$ cat config.mk
export PLATFORM = sky130hd
export DESIGN_NAME = duty_cycle_meter_mc
export DESIGN_NICKNAME = d
export VERILOG_FILES = /design/src/rtl/duty_meter_pkg.sv /design/src/rtl/duty_ch_counter.sv /design/src/rtl/duty_cycle_meter_mc.sv
export SDC_FILE = /design/constraint.sdc
export NUM_CORES = 2
export LEC_CHECK = 0
export CAP_MARGIN = 20
export CORE_ASPECT_RATIO = 0.75
export CORE_MARGIN = 1.5
export CORE_UTILIZATION = 52
export DETAILED_ROUTE_END_ITERATION = 10
export PLACE_DENSITY_LB_ADDON = 0.05
export SLEW_MARGIN = 20
export SYNTH_ARGS = -nofsm -noshare
export SYNTH_HDL_FRONTEND = slang
export SYNTH_SLANG_ARGS = --single-unit
$ cat constraint.sdc
create_clock -name sys_clk -period 3.3 [get_ports sys_clk]
set_input_delay 0.66 -clock sys_clk [delete_from_list [all_inputs] [get_ports sys_clk]]
set_output_delay 0.66 -clock sys_clk [all_outputs]
set_load 0.05 [all_outputs]
$ cat src/rtl/duty_meter_pkg.sv
// rtl/duty_meter_pkg.sv - shared types and constants for the duty-cycle meter
package duty_meter_pkg;

    typedef enum logic {
        IDLE    = 1'b0,
        MEASURE = 1'b1
    } state_t;

    localparam int MIN_GATE        = 2;
    localparam int DEF_NUM_CH      = 4;
    localparam int DEF_CNT_W       = 32;
    localparam int DEF_GATE_W      = 32;
    localparam int DEF_SYNC_STAGES = 2;

endpackage

$ cat src/rtl/duty_ch_counter.sv
// rtl/duty_ch_counter.sv - per-channel synchroniser, edge detector and saturating counters
module duty_ch_counter
    import duty_meter_pkg::*;
#(
    parameter int CNT_W       = DEF_CNT_W,
    parameter int SYNC_STAGES = DEF_SYNC_STAGES
) (
    input  logic             sys_clk,
    input  logic             rst_n,
    input  logic             i_sig,
    input  logic             i_clear,
    input  logic             i_count_en,
    output logic [CNT_W-1:0] o_high_nxt,
    output logic [CNT_W-1:0] o_low_nxt,
    output logic [CNT_W-1:0] o_edge_nxt,
    output logic             o_ovf_nxt
);

    logic [SYNC_STAGES-1:0] r_sync;
    logic                   r_s_d;
    logic [CNT_W-1:0]       r_high;
    logic [CNT_W-1:0]       r_low;
    logic [CNT_W-1:0]       r_edge;
    logic                   r_ovf;

    logic w_s;
    logic w_rise;
    logic w_inc_high;
    logic w_inc_low;
    logic w_inc_edge;
    logic w_sat;

    assign w_s    = r_sync[SYNC_STAGES-1];
    assign w_rise = w_s & ~r_s_d;

    // Synchroniser chain and edge history run continuously, even outside a window
    always_ff @(posedge sys_clk or negedge rst_n) begin
        if (!rst_n) begin
            r_sync <= '0;
            r_s_d  <= 1'b0;
        end else begin
            r_sync <= {r_sync[SYNC_STAGES-2:0], i_sig};
            r_s_d  <= w_s;
        end
    end

    // Counts including this cycle's increment; the top publishes these at window end
    always_comb begin
        w_inc_high = i_count_en & w_s;
        w_inc_low  = i_count_en & ~w_s;
        w_inc_edge = i_count_en & w_rise;
        o_high_nxt = (w_inc_high && !(&r_high)) ? r_high + CNT_W'(1) : r_high;
        o_low_nxt  = (w_inc_low  && !(&r_low))  ? r_low  + CNT_W'(1) : r_low;
        o_edge_nxt = (w_inc_edge && !(&r_edge)) ? r_edge + CNT_W'(1) : r_edge;
        w_sat      = (w_inc_high & (&r_high)) | (w_inc_low & (&r_low)) | (w_inc_edge & (&r_edge));
        o_ovf_nxt  = r_ovf | w_sat;
    end

    // Counter state: clear has priority so the window-end cycle restarts from zero
    always_ff @(posedge sys_clk or negedge rst_n) begin
        if (!rst_n) begin
            r_high <= '0;
            r_low  <= '0;
            r_edge <= '0;
            r_ovf  <= 1'b0;
        end else if (i_clear) begin
            r_high <= '0;
            r_low  <= '0;
            r_edge <= '0;
            r_ovf  <= 1'b0;
        end else if (i_count_en) begin
            r_high <= o_high_nxt;
            r_low  <= o_low_nxt;
            r_edge <= o_edge_nxt;
            r_ovf  <= o_ovf_nxt;
        end
    end

endmodule

$ cat src/rtl/duty_cycle_meter_mc.sv
// rtl/duty_cycle_meter_mc.sv - multi-channel gated duty-cycle and edge meter
module duty_cycle_meter_mc
    import duty_meter_pkg::*;
#(
    parameter int NUM_CH      = DEF_NUM_CH,
    parameter int CNT_W       = DEF_CNT_W,
    parameter int GATE_W      = DEF_GATE_W,
    parameter int SYNC_STAGES = DEF_SYNC_STAGES
) (
    input  logic                    sys_clk,
    input  logic                    rst_n,
    input  logic                    enable,
    input  logic [GATE_W-1:0]       gate_len,
    input  logic [NUM_CH-1:0]       sig_in,
    output logic [NUM_CH*CNT_W-1:0] high_cnt,
    output logic [NUM_CH*CNT_W-1:0] low_cnt,
    output logic [NUM_CH*CNT_W-1:0] edge_cnt,
    output logic [NUM_CH-1:0]       cnt_ovf,
    output logic                    result_valid,
    input  logic                    result_ready,
    output logic                    result_overrun,
    output logic                    busy
);

    state_t              r_state;
    state_t              w_state_nxt;
    logic [GATE_W-1:0]   r_gl;
    logic [GATE_W-1:0]   r_wcnt;
    logic [GATE_W-1:0]   w_gl_in;
    logic                w_win_end;
    logic                w_clear;
    logic                w_latch;
    logic                w_count_en;

    logic [NUM_CH*CNT_W-1:0] w_high_nxt;
    logic [NUM_CH*CNT_W-1:0] w_low_nxt;
    logic [NUM_CH*CNT_W-1:0] w_edge_nxt;
    logic [NUM_CH-1:0]       w_ovf_nxt;

    logic [NUM_CH*CNT_W-1:0] r_high_cnt;
    logic [NUM_CH*CNT_W-1:0] r_low_cnt;
    logic [NUM_CH*CNT_W-1:0] r_edge_cnt;
    logic [NUM_CH-1:0]       r_cnt_ovf;
    logic                    r_valid;
    logic                    r_overrun;

    // Windows shorter than MIN_GATE are stretched so a window always has an end cycle
    assign w_gl_in = (gate_len < GATE_W'(MIN_GATE)) ? GATE_W'(MIN_GATE) : gate_len;

    genvar gi;
    generate
        for (gi = 0; gi < NUM_CH; gi++) begin : g_ch
            duty_ch_counter #(
                .CNT_W       (CNT_W),
                .SYNC_STAGES (SYNC_STAGES)
            ) u_ch (
                .sys_clk    (sys_clk),
                .rst_n      (rst_n),
                .i_sig      (sig_in[gi]),
                .i_clear    (w_clear),
                .i_count_en (w_count_en),
                .o_high_nxt (w_high_nxt[gi*CNT_W +: CNT_W]),
                .o_low_nxt  (w_low_nxt[gi*CNT_W +: CNT_W]),
                .o_edge_nxt (w_edge_nxt[gi*CNT_W +: CNT_W]),
                .o_ovf_nxt  (w_ovf_nxt[gi])
            );
        end
    endgenerate

    // FSM state register
    always_ff @(posedge sys_clk or negedge rst_n) begin
        if (!rst_n) r_state <= IDLE;
        else        r_state <= w_state_nxt;
    end

    // Next state and window control; a window end with enable high chains straight into the next
    always_comb begin
        w_state_nxt = r_state;
        w_win_end   = 1'b0;
        w_clear     = 1'b0;
        w_latch     = 1'b0;
        w_count_en  = 1'b0;
        case (r_state)
            IDLE: begin
                if (enable) begin
                    w_state_nxt = MEASURE;
                    w_clear     = 1'b1;
                    w_latch     = 1'b1;
                end
            end
            MEASURE: begin
                w_count_en = 1'b1;
                if (r_wcnt == r_gl - GATE_W'(1)) begin
                    w_win_end = 1'b1;
                    w_clear   = 1'b1;
                    if (enable) w_latch     = 1'b1;
                    else        w_state_nxt = IDLE;
                end
            end
            default: w_state_nxt = IDLE;
        endcase
    end

    // Window length latch and window cycle counter
    always_ff @(posedge sys_clk or negedge rst_n) begin
        if (!rst_n) begin
            r_gl   <= GATE_W'(MIN_GATE);
            r_wcnt <= '0;
        end else begin
            if (w_latch) r_gl <= w_gl_in;
            if (w_clear)         r_wcnt <= '0;
            else if (w_count_en) r_wcnt <= r_wcnt + GATE_W'(1);
        end
    end

    // Publish registers and result handshake; a new publish always overwrites pending data
    always_ff @(posedge sys_clk or negedge rst_n) begin
        if (!rst_n) begin
            r_high_cnt <= '0;
            r_low_cnt  <= '0;
            r_edge_cnt <= '0;
            r_cnt_ovf  <= '0;
            r_valid    <= 1'b0;
            r_overrun  <= 1'b0;
        end else if (w_win_end) begin
            r_high_cnt <= w_high_nxt;
            r_low_cnt  <= w_low_nxt;
            r_edge_cnt <= w_edge_nxt;
            r_cnt_ovf  <= w_ovf_nxt;
            r_valid    <= 1'b1;
            if (r_valid && !result_ready)     r_overrun <= 1'b1;
            else if (r_valid && result_ready) r_overrun <= 1'b0;
        end else if (r_valid && result_ready) begin
            r_valid   <= 1'b0;
            r_overrun <= 1'b0;
        end
    end

    assign high_cnt       = r_high_cnt;
    assign low_cnt        = r_low_cnt;
    assign edge_cnt       = r_edge_cnt;
    assign cnt_ovf        = r_cnt_ovf;
    assign result_valid   = r_valid;
    assign result_overrun = r_overrun;
    assign busy           = (r_state == MEASURE);

endmodule

# ---- After elaboration in Yosys (flattened, before gate mapping)
# Index checks and enable logic that the tools add are counted.
dict set report op_classes {
  muxes 61
  eq_ne 1
  n_addsub 14
  magnitude_cmp 1
  n_reduce_logical 41
  n_bitwise 49
}
# operator count
set ops {}
lappend ops {{32-bit two-way mux} 39}
lappend ops {{32-bit by 1-bit adder with 32-bit output (second input constant)} 13}
lappend ops {{32-bit AND reduction} 12}
lappend ops {{32-bit == test} 1}
lappend ops {{32-bit by 2-bit less-than comparator with 1-bit output (second input constant)} 1}
lappend ops {{32-bit by 1-bit subtractor with 32-bit output (second input constant)} 1}
lappend ops {{1-bit AND} 28}
lappend ops {{1-bit two-way mux} 19}
lappend ops {{1-bit logical AND} 14}
lappend ops {{1-bit zero test} 13}
lappend ops {{1-bit bitwise OR} 12}
lappend ops {{1-bit inverter} 9}
lappend ops {{1-bit one-hot mux with 2 select lines} 3}
lappend ops {{2-bit nonzero test} 2}
dict set report word_totals {
  ff_bits 855
  output_inout_bits 391
  elab_cells 200
  in_bits 40
}

# ---- Depth between registers and ports, before layout
dict set report depth {
  word_depth 8
  depth_mapped 14
  mapped_depth_nobuf 11
}

# ---- Hierarchy
# A second synthesis with hierarchy kept.
dict set report hier_totals {
  hier_cells 3662
  hier_area_um2 43246.5
}
# mod instances seq_area_each_um2 cells_each area_per_inst_um2
set by_module_without_submodules {}
lappend by_module_without_submodules {duty_cycle_meter_mc 1 11387.2 1248 20250.7}
lappend by_module_without_submodules {{duty_ch_counter at g_ch[1].u_ch ...} 3 2502.4 565 5529.1}
lappend by_module_without_submodules {{duty_ch_counter at g_ch[0].u_ch} 1 2502.4 719 6408.6}

# ---- Worst setup path before layout
# Ideal clock, no wire load.
dict set report synth_path {
  kind {reg2reg}
  startpoint {reg r_gl[0]}
  endpoint {reg g_ch[3].u_ch.r_high[27]}
  stages_incl_launch_ff 15
  setup_time_ps 125
  setup_slack_ps -243
  t_required_ps 3175
  n_path_buf 3
  arrival_time_ps 3418
  synth_period_minus_slack_ps 3543
  cell_sequence {dfrtp_1 inv_1 ha_1 nor4b_2 a31oi_1 or4_1 nor4b_1 and4_1 nand4_2 o31ai_4 buf_6 buf_4 buf_2 nor2_1 mux2_2}
}
dict set report synth_via {
  elab_chain_len 5
  elab_cells_between_ends 6
  cone_classes {add/sub (1); eq/ne (1); mux (3); reduce/logical (1)}
}
# element line
set synth_rtl {}
lappend synth_rtl {{from (decl)} duty_cycle_meter_mc.sv:27} ;# logic [GATE_W-1:0] r_gl;
lappend synth_rtl {{from (signal assigned)} duty_cycle_meter_mc.sv:107} ;# r_gl <= GATE_W'(MIN_GATE);
lappend synth_rtl {{from (signal assigned)} duty_cycle_meter_mc.sv:110} ;# if (w_latch) r_gl <= w_gl_in;
lappend synth_rtl {{32-bit by 1-bit subtractor with 32-bit output (*)} duty_cycle_meter_mc.sv:93} ;# if (r_wcnt == r_gl - GATE_W'(1)) begin
lappend synth_rtl {{32-bit == test (*)} duty_cycle_meter_mc.sv:93}
lappend synth_rtl {{1-bit two-way mux (*)} duty_cycle_meter_mc.sv:93}
lappend synth_rtl {{1-bit one-hot mux with 2 select lines (*)} duty_cycle_meter_mc.sv:83} ;# case (r_state)
lappend synth_rtl {{32-bit two-way mux / 2-bit nonzero test (equally long branches)} -}
lappend synth_rtl {{to (signal assigned)} duty_ch_counter.sv:72} ;# r_high <= o_high_nxt;
lappend synth_rtl {{to (decl)} duty_ch_counter.sv:21} ;# logic [CNT_W-1:0] r_high;
# Every way passes the cells marked *; elsewhere a longest branch is shown, timed or not.
# A chain may end at the register's enable or synchronous reset.

# ---- Final worst setup path
dict set report layout_path {
  startpoint {reg r_gl[0]}
  endpoint {reg r_edge_cnt[44] (netlist: edge_cnt[44])}
}
dict set report layout_via {
  elab_chain_len 4
}
# element line
set layout_rtl {}
lappend layout_rtl {{32-bit by 1-bit subtractor with 32-bit output} duty_cycle_meter_mc.sv:93}
lappend layout_rtl {{32-bit == test} duty_cycle_meter_mc.sv:93}
lappend layout_rtl {{1-bit two-way mux} duty_cycle_meter_mc.sv:93}
lappend layout_rtl {{1-bit two-way mux} duty_cycle_meter_mc.sv:83}
lappend layout_rtl {{to (signal assigned)} duty_cycle_meter_mc.sv:128} ;# r_edge_cnt <= w_edge_nxt;
lappend layout_rtl {{to (decl)} duty_cycle_meter_mc.sv:42} ;# logic [NUM_CH*CNT_W-1:0] r_edge_cnt;
# No other way between the ends.

==> metrics.txt <==
Leakage ~0.025 µW; Congestion Overflow GR 0; share of cells above drive strength 1 between 10% and 20%; setup TNS -174.97 ns; synthesis warning total 0; synth cell count leaders dfrtp_1, a21oi_1, nor2_1; Final Critical Period 3.63 ns; unrepaired setup endpoints after global routing yes; sequential element share of the synthesized area roughly half; CTS clk-pin slew, worst paths approximately 0.070 ns; worst skew pair latency around 0.67 ns; EDFF count, synth 0; die area approximately 86000 µm²; Placed Cells 6425; CP Data Arrival Time 4.21 ns; Synth Area in Simple Gates 24.4%; largest family of logic cells by synthesized area simple AND/OR/NAND/NOR gates; initial drt markers 3187; status complete, but fails checks; CP max-delay cell or4b_4; flops & latches, synth 855; post-route ant nets 0; # DRC 0; final setup fails around 840; Synth Area in Adders 0.399%; HP Class flip-flop to flip-flop; via count slightly below 40000; H-tree depth 3; Cell Chain, Critical Path inv_2, ha_4, or4b_4, nor4_4, xor2_1, o221a_4, o21ai_4, o21ai_4, buf_6, nor4_4, buf_12, buf_12, clkbuf_16, clkbuf_16, nor2_1, a21oi_1; Post-synth top flop dfrtp_1; Crit path largest cell delay between 0.4 and 0.5 ns; relative slew slack about 43%; Synth Area per Inst between 9 and 10 µm²; period utilization 110%; Syn Nets approximately 4900; Max Slew Vio Count 0; # rows 92; mux cell area share after synthesis 2.13%; Area Growth Syn to Fin 32.9%; CP Class flip-flop to flip-flop; Yosys top cell area share between 40% and 50%; DIE WIDTH approximately 340 µm; largest net degree at the start of global routing approximately 100; Final nets 5572; Via-to-Cell Ratio roughly 5.8; first-pass GRT wire length 202 mm; final setup margin -0.334 ns; Max-cap violations 0; mapped cell area approximately 44000 µm²; Total GRT Usage 29.1%; pre-CTS setup slack -0.430 ns; initial antenna violation count 1; Longest Clk Path Bufs 3; Worst-Margin Slew roughly 0.85 ns; cell accounting for the most synthesized area dfrtp_1; root buf cell clkbuf_16; 1st-pass router iterations 5; total CTS buffers between 80 and 90; VDD IR max between 300 and 400 µV; PwrDens about 420 nW/µm²; diodes inserted 0; drt wl/cell between 15 and 20 µm; buffer and inverter count on the worst path 6; Initial Util a little over half; most common cell in the netlist dfrtp_1; Setup crit end kind flip-flop; fmax 275 MHz; vias in the first global route 36700; failing checks setup timing; Synth Area in XOR/XNOR 8.02%; Synth Area in Compound Gates 12.2%; gpl congestion around 0.90; I/O pin count 431; synth top area cells dfrtp_1, a21oi_1, nand3_1, nor2_1, xnor2_1; ys async rst share 100%; core area around 84000 µm²; Fin Clk Skew 0.0233 ns; Sink Count 855; Syn Inst Count between 4000 and 5000; TritonCTS clock tree yes; DP HPWL approximately 86 mm; Critical Path Fanout Max 12; final hold slack 0.349 ns; Port Buffers between 400 and 500; fill cell count roughly 6400; data required time at the worst endpoint about 3.9 ns; Detailed Route WL between 100 and 150 mm; startpoint types flip-flop; synth unique cells between 70 and 80; non-filler cells, final around 6700; Chip Height 255 µm; number of failing hold endpoints at the final stage 0; CP delay by family, top simple AND/OR/NAND/NOR gates; Final Util between 60 and 70%
## worst paths after layout
| check | from | slack [ns] | end | cells past startpoint |
|---|---|---|---|---|
| worst max-delay path | r_gl[0] | -0.33 | edge_cnt[44] | 16 |
| worst max register to register | r_gl[0] | -0.33 | edge_cnt[44] | 16 |
| worst min-delay path | g_ch[3].u_ch.r_sync[0] | 0.35 | g_ch[3].u_ch.r_sync[1] | 0 |
| max in group asynchronous | rst_n | 1.71 | r_gl[13] | 3 |
| worst min register to register | g_ch[3].u_ch.r_sync[0] | 0.35 | g_ch[3].u_ch.r_sync[1] | 0 |
| min in group asynchronous | rst_n | 0.56 | g_ch[2].u_ch.r_edge[24] | 2 |
## layout make-up
class,count,area [µm²],area share (%)
Inverter,142,533,0.914
Clock inverter,30,337,0.577
Timing Repair Buffer,853,9990,17.1
Clock buffer,126,2590,4.44
Tap cell,1128,1410,2.42
Sequential cell,855,21400,36.7
Multi-Input combinational cell,3579,22100,37.8
## power breakdown
group	switching [µW]	internal, µW	total (µW)
clock network	4360	5920	10300
logic	1440	1040	2470
registers	901	11100	12000
## registers in the layout, summed over array words and instances, names as in the netlist, named ones only
signal and count:
edge_cnt 128, g_ch.u_ch.r_sync 8, g_ch.u_ch.r_low 128, high_cnt 128
g_ch.u_ch.r_s_d 4, r_wcnt 32, g_ch.u_ch.r_edge 128, g_ch.u_ch.r_ovf 4
cnt_ovf 4, r_gl 32, low_cnt 128, busy 1
g_ch.u_ch.r_high 128, result_valid 1
## worst register-to-register path, cell delays in order (launching register included)
cell       delay, ns
dfrtp_1         0.42
inv_2           0.09
ha_4            0.13
or4b_4          0.49
nor4_4          0.37
xor2_1          0.15
o221a_4         0.25
o21ai_4         0.18
o21ai_4         0.11
buf_6           0.13
nor4_4          0.29
buf_12          0.17
buf_12          0.17
clkbuf_16       0.24
clkbuf_16       0.18
nor2_1          0.05
a21oi_1         0.13
## metrics by stage
step                      power (µW)  cell area [µm²]
after global routing           25800            58300
after global placement         14500            51300
after floorplan                13600            44200
after CTS                      24800            55800
final                          24700            58300
after detailed placement       14600            51300
## repair_timing
item	CTS	global route
gates resized for setup	147	317
buffers inserted	36	23
hold endpoints to repair	22	0
cloned	25	51
endpoints found under the setup margin	843	843
pin swaps	18	52
hold buffers	1	0
## cells in the final DEF (no fill, tap or decap), drive strengths merged, types with 117 or more instances in the layout
cell / instances
or3: 265
nor2: 494
nor3: 117
inv: 144
xnor2: 208
nand2: 363
o21ai: 233
clkdlybuf4s50: 429
clkbuf: 171
xor2: 194
dfrtp: 854
nand3: 462
a21oi: 494
buf: 375
## routing by layer
metal | track usage, % | up-vias | wire length [µm]
met2 | 44.1 | 1130 | 59900
met3 | 6.36 | 210 | 9350
met5 | 0 | - | 8
met1 | 41.7 | 19200 | 60300
li1 | - | 18500 | -
met4 | 9.26 | 2 | 3740
## kinds of logic after synthesis
logic type               count (synthesis)
adder cells (fa/ha/maj)                 14
multiplexers                            85
AO/OA/AOI/OAI                          943
buffers and inverters                  431
XOR/XNOR                               402
AND/OR/NAND/NOR                       2135
flip-flops                             855
No activity file was read; power rests on OpenSTA's default activity.
